[src/rtl/timer_down60_pkg.sv]
// Shared definitions for the timer_down60 countdown timer: state encoding,
// BCD digit limits and the load-time digit clamp.
// Pure package, no logic or timing of its own.
package timer_down60_pkg;

  typedef enum logic [1:0] {
    IDLE  = 2'd0,
    RUN   = 2'd1,
    PAUSE = 2'd2,
    DONE  = 2'd3
  } state_e;

  localparam logic [3:0] SEC_TENS_MAX = 4'd5;
  localparam logic [3:0] MIN_TENS_MAX = 4'd5;
  localparam logic [3:0] UNITS_MAX    = 4'd9;

  // Out-of-range preset digits saturate at the digit's maximum.
  function automatic logic [3:0] clamp_digit(input logic [3:0] v, input logic [3:0] max);
    return (v > max) ? max : v;
  endfunction

endpackage

[src/rtl/timer_down60_bcd_down_digit.sv]
// One BCD down-counting digit with load, borrow-in enable and borrow-out.
// Load/decrement take effect on the same clock edge; q is a flop output.
// No flow control: enable is a single-cycle strobe from the digit below.
module bcd_down_digit
  import timer_down60_pkg::*;
#(
  parameter logic [3:0] MAX = UNITS_MAX
) (
  input  logic       clk,
  input  logic       clr,
  input  logic       ld,
  input  logic [3:0] ld_val,
  input  logic       en,
  output logic [3:0] q,
  output logic       bo
);

  logic [3:0] q_q;
  logic [3:0] q_d;

  // Next digit value: load wins, otherwise decrement with wrap to MAX.
  always_comb begin
    q_d = q_q;
    if (ld) begin
      q_d = ld_val;
    end else if (en) begin
      q_d = (q_q == 4'd0) ? MAX : (q_q - 4'd1);
    end
  end

  // Digit register with synchronous clear.
  always_ff @(posedge clk) begin
    if (clr) q_q <= 4'd0;
    else     q_q <= q_d;
  end

  assign q  = q_q;
  assign bo = en && (q_q == 4'd0);

endmodule

[src/rtl/timer_down60.sv]
// MM:SS BCD countdown timer with load/start/stop control and expire pulse.
// Load/decrement on the same edge as the strobe; Bo registered one cycle.
// No backpressure; TIMER_AUTORELOAD_EN enables reload of the last preset.
module timer_down60
  import timer_down60_pkg::*;
#(
  parameter int TICK_EN_DEFAULT = 1
) (
  input  logic       clk,
  input  logic       clr,
  input  logic       tick,
  input  logic       load,
  input  logic [7:0] D_min,
  input  logic [7:0] D_sec,
  input  logic       start,
  input  logic       stop,
  output logic [7:0] Q_min,
  output logic [7:0] Q_sec,
  output logic       running,
  output logic       done,
  output logic       Bo
);

  state_e      state_q, state_d;
  logic        bo_q, bo_d;
  logic        ld_en;
  logic        dec_en;
  logic [15:0] ld_cnt;
  logic [15:0] preset_c;
  logic        tick_ok;
  logic        is_zero;
  logic        at_one;
  logic        bo_su, bo_st, bo_mu, bo_mt;

  assign preset_c = {clamp_digit(D_min[7:4], MIN_TENS_MAX),
                     clamp_digit(D_min[3:0], UNITS_MAX),
                     clamp_digit(D_sec[7:4], SEC_TENS_MAX),
                     clamp_digit(D_sec[3:0], UNITS_MAX)};

  assign tick_ok = tick && (TICK_EN_DEFAULT != 0);
  assign is_zero = ({Q_min, Q_sec} == 16'h0000);
  assign at_one  = ({Q_min, Q_sec} == 16'h0001);

`ifdef TIMER_AUTORELOAD_EN
  logic [15:0] keep_q, keep_d;

  // Remember the most recent clamped preset for reload on expiry.
  always_comb begin
    keep_d = keep_q;
    if (load) keep_d = preset_c;
  end

  // Reload value register.
  always_ff @(posedge clk) begin
    if (clr) keep_q <= 16'h0000;
    else     keep_q <= keep_d;
  end
`endif

  // Control: load > stop > start > tick, one action per edge.
  always_comb begin
    state_d = state_q;
    bo_d    = 1'b0;
    ld_en   = 1'b0;
    dec_en  = 1'b0;
    ld_cnt  = preset_c;
    if (load) begin
      ld_en   = 1'b1;
      state_d = IDLE;
    end else if (stop) begin
      if (state_q == RUN) state_d = PAUSE;
    end else if (start) begin
      if ((state_q == IDLE || state_q == PAUSE) && !is_zero) state_d = RUN;
    end else if (tick_ok && state_q == RUN) begin
      if (at_one) begin
        bo_d = 1'b1;
`ifdef TIMER_AUTORELOAD_EN
        ld_en   = 1'b1;
        ld_cnt  = keep_q;
        state_d = (keep_q == 16'h0000) ? DONE : RUN;
`else
        dec_en  = 1'b1;
        state_d = DONE;
`endif
      end else begin
        dec_en = 1'b1;
      end
    end
  end

  // State and expire-pulse registers.
  always_ff @(posedge clk) begin
    if (clr) begin
      state_q <= IDLE;
      bo_q    <= 1'b0;
    end else begin
      state_q <= state_d;
      bo_q    <= bo_d;
    end
  end

  bcd_down_digit #(.MAX(UNITS_MAX)) u_sec_units (
    .clk(clk), .clr(clr), .ld(ld_en), .ld_val(ld_cnt[3:0]),
    .en(dec_en), .q(Q_sec[3:0]), .bo(bo_su)
  );

  bcd_down_digit #(.MAX(SEC_TENS_MAX)) u_sec_tens (
    .clk(clk), .clr(clr), .ld(ld_en), .ld_val(ld_cnt[7:4]),
    .en(bo_su), .q(Q_sec[7:4]), .bo(bo_st)
  );

  bcd_down_digit #(.MAX(UNITS_MAX)) u_min_units (
    .clk(clk), .clr(clr), .ld(ld_en), .ld_val(ld_cnt[11:8]),
    .en(bo_st), .q(Q_min[3:0]), .bo(bo_mu)
  );

  // Never borrowed from at 00:00: RUN is never entered with a zero count.
  bcd_down_digit #(.MAX(MIN_TENS_MAX)) u_min_tens (
    .clk(clk), .clr(clr), .ld(ld_en), .ld_val(ld_cnt[15:12]),
    .en(bo_mu), .q(Q_min[7:4]), .bo(bo_mt)
  );

  assign running = (state_q == RUN);
  assign done    = (state_q == DONE);
  assign Bo      = bo_q;

  logic unused_ok;
  assign unused_ok = bo_mt;

endmodule

[config.mk]
export PLATFORM = sky130hd
export DESIGN_NAME = timer_down60
export DESIGN_NICKNAME = d
export VERILOG_FILES = /design/src/rtl/timer_down60_pkg.sv /design/src/rtl/timer_down60_bcd_down_digit.sv /design/src/rtl/timer_down60.sv
export SDC_FILE = /design/constraint.sdc
export NUM_CORES = 1
export LEC_CHECK = 0
export BUFFER_PORTS_ARGS = -buffer_cell sky130_fd_sc_hd__buf_2
export CAP_MARGIN = 20
export CORE_MARGIN = 4
export CORE_UTILIZATION = 50
export CTS_CLUSTER_SIZE = 24
export DETAILED_ROUTE_END_ITERATION = 16
export GPL_TIMING_DRIVEN = 0
export PLACE_DENSITY = 0.79
export SLEW_MARGIN = 10
export SYNTH_ARGS = -nofsm -noshare
export SYNTH_HDL_FRONTEND = slang
export SYNTH_SLANG_ARGS = --single-unit
[constraint.sdc]
create_clock -name clk -period 2.8 [get_ports clk]
set_clock_uncertainty 0.1 [all_clocks]
set_input_delay 0.56 -clock clk [delete_from_list [all_inputs] [get_ports clk]]
set_output_delay 0.56 -clock clk [all_outputs]
set_load 0.01 [all_outputs]
# [Yosys cells after proc, flatten, opt, wreduce, memory -nomap -nowiden]
# Index checks and enable logic that the tools add are counted.
[classes] n_addsub=4 multipliers=0 n_div=0 order_cmp=4 eq_ne=6 shifts=0 muxes=28 bitwise=1 reduce_logical=22
[op_table] op="two-way mux 4 bit" n=16
[op_table] op="equality test 16 x 1 -> 1 bit (second input constant)" n=1
[op_table] op="zero test 16 bit" n=1
[op_table] op="zero test 4 bit" n=4
[op_table] op="subtractor 4 x 1 -> 4 bit (second input constant)" n=4
[op_table] op="two-way mux 2 bit" n=6
[op_table] op="> comparator 4 x 3 -> 1 bit (second input constant)" n=2
[op_table] op="> comparator 4 bit (second input constant)" n=2
[op_table] op="nonzero test 2 bit" n=4
[op_table] op="two-way mux 1 bit" n=6
[op_table] op="nonzero test 3 bit" n=2
[op_table] op="logical AND 1 bit" n=5
[op_table] op="OR reduction 5 bit" n=1
[op_table] op="equality test 2 bit (second input constant)" n=2
[op_table] op="AND reduction 4 bit" n=1
[op_table] op="!= test 3 x 1 -> 1 bit (second input constant)" n=1
[op_table] op="equality test 2 x 1 -> 1 bit (second input constant)" n=1
[op_table] op="zero test 2 bit" n=1
[op_table] op="!= test 2 x 1 -> 1 bit (second input constant)" n=1
[op_table] op="OR reduction 2 bit" n=1
[op_table] op="zero test 1 bit" n=1
[op_table] op="logical OR 1 bit" n=1
[op_table] op="inverter 1 bit" n=1
[word_totals] register_bits=19 latch_bits=0 ram_bits=0 mem_bits_ro=0 inputBits=22 memories=0

# [Longest topological paths before layout]
[logic_depth] depth_word=11 mapped_depth=6 mapped_depth_nobuf=5

# [Modules after synthesis]
# From an unflattened synthesis, not the netlist that was laid out.
[unflattened] cells_unflattened=136 area_unflattened_um2=1139.8
[by_module_without_submodules] mod="bcd_down_digit (u_min_units ...)" instances=2 cells_each=24 area_per_inst_um2=221.5 seq_area_each_um2=80.1
[by_module_without_submodules] mod="bcd_down_digit (u_min_tens ...)" instances=2 cells_each=23 area_per_inst_um2=203.9 seq_area_each_um2=80.1
[by_module_without_submodules] mod="timer_down60" instances=1 cells_each=42 area_per_inst_um2=289.0 seq_area_each_um2=60.1

# [Worst setup path after synthesis]
# OpenSTA, ideal clock, no wires.
[synth_timing] path_kind="in2reg" start="input port start" end="register u_min_units.q_q[2], in the netlist u_min_units.q[2]" t_arrival_ps=1601 path_slack_ps=967 path_stages=5 path_cell_list="and4bb_4 -> nand2_4 -> or2_4 -> o311ai_0 -> a21oi_1"
[synth_between] elab_chain_len=6
[synth_lines] item="start, declared" line_no="timer_down60.sv:15" source="input logic start,"
[synth_lines] item="two-way mux 1 bit" line_no="timer_down60.sv:72" source="end else if (start) begin"
[synth_lines] item="two-way mux 1 bit" line_no="timer_down60.sv:70" source="end else if (stop) begin"
[synth_lines] item="two-way mux 1 bit" line_no="timer_down60.sv:67" source="if (load) begin"
[synth_lines] item="logical AND 1 bit (2 in series)" line_no="timer_down60_bcd_down_digit.sv:38" source="assign bo = en && (q_q == 4'd0);"
[synth_lines] item="nonzero test 2 bit (no source line)"
[synth_lines] item="end signal, assigned" line_no="timer_down60_bcd_down_digit.sv:34" source="else q_q <= q_d;"
[synth_lines] item="end, declared" line_no="timer_down60_bcd_down_digit.sv:18" source="logic [3:0] q_q;"
# Every way passes these cells.
# A chain may end at the register's enable or synchronous reset.

# [Worst setup path in the final report]
[layout_timing] start="register u_sec_units.q_q[1], in the netlist u_sec_units.q[1]" end="register u_min_units.q_q[0], in the netlist u_min_units.q[0]"
[layout_between] elab_chain_len=4
[layout_lines] item="start, declared" line_no="timer_down60_bcd_down_digit.sv:18"
[layout_lines] item="start signal, assigned" line_no="timer_down60_bcd_down_digit.sv:34"
[layout_lines] item="zero test 4 bit" line_no="timer_down60_bcd_down_digit.sv:38"
[layout_lines] item="logical AND 1 bit (2 in series)" line_no="timer_down60_bcd_down_digit.sv:38"
[layout_lines] item="nonzero test 2 bit (no source line)"
# Every way passes these cells.

==> reports/summary.md <==
Initial antenna violation count: 0. The number of iterations in the first detailed-routing pass came out at 4. TritonCTS built the clock tree.

The first routing iteration left 23 violations. STA classifies the critical path endpoint as a flop. The timing-limited maximum frequency was 555.2 MHz. During placement, the flow inserted port buffers numbering 40. Number of H-tree branching levels: 1.

The required time at the endpoint of the critical path was 2.91 ns. The combined area of the multi-input logic cells is 681.9 um^2. The floorplan step defined a die boundary enclosing 2999 um^2. The nature of the critical path startpoint is a flop.

The tree is rooted in a clkbuf_4. The run gives 0 as the number of design rule violations left after detail routing. The total number of nets in the final design is 197. The die extent in x is 54.77 um.

Kind of critical path: reg -> reg. Counting the buffers created by CTS gives 3. The core region is 2022 um^2.

In this run the worst hold path is classified as reg -> reg. Entering global routing, the biggest net connects 11 pins. The tools report the top-level I/O count as 41. The ratio of final minimum period to clock period came out at 64.33%. Headroom to the max-slew limit came out at 66.45%. Excluding fillers, the count of instances in the completed layout stands at 201.

The tools report the setup-violating endpoint count in the final report as 0. The number of synthesis warnings was 0. After detailed placement, the design holds a cell count of 197. The share of synthesized area in the top cell type comes to 34.78%. The run gives 0 as the total grt overflow.

The remaining antenna violation count is 0. In the final timing run, aggregate negative setup slack is 0 ns. The clock reaches the later pin of the worst-skew pair after 0.30 ns. Distinct cell type count of the synthesized netlist: 46. The largest vdd supply drop is 0.0002401 V. The logs give 0 for the max-slew violation count and 54.08% for the starting density of the core. Dividing total power by cell area gives a power density of 413.7 nW/um^2. At the end of routability-driven placement, the weighted congestion stood at 0.7471.

Setup slack on the critical path of the routed design comes to 0.9989 ns. The synthesized design contains 0 enable-type register cells. The design draws 560.0 uW. The total count of hold-check failures in the final report was 0; the detail-routed via count per cell was 5.821. Summed over all cells, the static leakage comes to 0.0005825 uW. The biggest fanout along the worst timing path works out to 6. In this run the register-to-register setup slack is 1.0 ns. The synthesized design spends more area on one cell type than any other, namely dfxtp_1. For the area of the mapped netlist, the log shows 1094 um^2.

The run gives 175 as the count of filler cells inserted in the layout. The flow ran to the end, and the final reports show no timing, DRC or antenna violations. For the number of buffers inserted to repair setup after CTS, the log shows 0. After layout, the minimum clock period comes to 1.801 ns.

The first-pass GRT wire length was 4643 um. The post-cts resize count was 0; the share of cells above drive strength 1 was 32.18%. The max-cap violation count was 0.

By area the synthesized netlist is led by dfxtp_1, nor2_1, xnor2_1. The net count of the mapped netlist came out at 152. After detailed routing, the total wire length is 2855 um. OpenSTA, run right after detailed placement, puts the worst setup slack at 0.7317 ns.

Of all flip-flops after synthesis, the portion carrying an async set or reset was 0%. For the synthesized instance count, the log shows 130. The floorplan has 16 rows. In the final routed layout, each cell accounts on average for 14.20 um.

The final route contains 1170 vias. For the portion of the post-synthesis area used by sequential elements, the log shows 34.78%. The main flop type after synthesis was dfxtp_1. Hold repair after CTS inserted 0 buffers. The clock passes through at most 2 buffers.

The transition at the pin with the smallest max-transition slack came out at 0.5032 ns. The placed wire-length estimate was 2274 um. The run gives 1092 as the via count of the first global-routing pass. Setup repair after global routing left no endpoint under its margin.

Counting every sink on the clock net gives 19. The area taken by flip-flops and latches is 380.4 um^2, and the average size of a mapped cell is 8.412 um^2. The synthesized design contains 19 register bits. The clock transition time at the flip-flop clock pins of the worst setup and hold paths was 0.11 ns; the antenna cell count was 0. Global routing consumed, over all layers together, 21.59% of the routing resources.

Data arrives at the worst endpoint at 1.92 ns. The vertical die dimension was 54.77 um; the layout overhead on the synthesized area was 23.80%.
[critical path: stages (launching register included)]
cell,delay [ns]
dfxtp_1,0.38
nor3_2,0.29
nand3_2,0.20
or2_4,0.29
xor2_1,0.16
a221oi_2,0.29
[synthesized netlist by cell type, drive strengths merged, types with 2 or more instances]
library cell,number
mux2i,2
a31oi,2
a21oi,8
nand2,6
nand3,4
or2,2
a2111oi,2
nor4,2
o21ai,8
clkbuf,3
and2,3
a211oi,5
nand2b,2
o311ai,2
nor2b,2
xnor2,5
a221oi,2
nor2,17
dfxtp,19
nand3b,2
a21o,3
nor3,10
and3,2
inv,3
[metrics by stage]
| stage | util (%) | hold slack (ns) | instance area, um^2 |
|---|---|---|---|
| 3_5_place_dp | 65.66 | 0.3475 | 1328 |
| 6_report | 66.96 | 0.3681 | 1354 |
| 4_1_cts | 66.96 | 0.3662 | 1354 |
| 5_1_grt | 66.96 | 0.4054 | 1354 |
| 2_1_floorplan | - | 0.3689 | 1094 |
| 3_3_place_gp | 65.66 | 0.3447 | 1328 |
[cell type report]
class | instances | share of cell area (%)
clock buffer | 4 | 1.941
buffer | 4 | 1.201
multi-input combinational | 103 | 50.37
sequential | 19 | 28.10
timing repair buffer | 40 | 14.79
inverter | 4 | 1.109
tap | 27 | 2.495
[where the power goes]
group          leakage (uW)  internal (uW)  switching, uW
Sequential         0.000156            284           19.2
Clock             0.0000150           55.6           85.4
Combinational      0.000411           51.5           64.7
[routing by layer]
layer	GRT usage, %	part of all wire (%)	vias to the layer above
li1	-	-	572
met1	24.43	42	551
met2	37.80	49	38
met3	4.087	6.4	9
met4	11.20	2.5	0
met5	0	0	-
[final timing paths]
check              startpoint               end  cells after the start
max reg2reg  u_sec_units.q[1]  u_min_units.q[0]                      5
max          u_sec_units.q[1]  u_min_units.q[0]                      5
min reg2reg   u_sec_tens.q[3]   u_sec_tens.q[3]                      2
min           u_sec_tens.q[3]   u_sec_tens.q[3]                      2
[flip-flops by register name, summed over array words and instances, names as in the netlist]
signal,flops
u_min_units.q,4
u_sec_units.q,4
u_min_tens.q,4
u_sec_tens.q,4
Bo,1
state_q,2
[placed cells by master (no fill, tap or decap), drive strengths merged, types with 3 or more instances in the layout]
cell type  synthesis  routed
a21o               3       3
and2               3       3
o21ai              8       8
nand2              6       6
a21oi              8       8
clkbuf             3       7
dfxtp             19      19
nor2              17      17
inv                3       3
a211oi             5       5
xnor2              5       5
nor3              10      10
nand3              4       4
buf                1      41
[cells by family after synthesis]
group | Yosys count | share of synthesized area [%]
and+or+nand+nor | 56 | 31.01
buffers and inverters | 8 | 2.859
AOI/OAI and AO/OA | 38 | 23.69
xor gates and xnor gates | 6 | 4.805
muxes | 3 | 2.860
DFF | 19 | 34.78
Note: power is estimated with default switching activity, not from simulation.
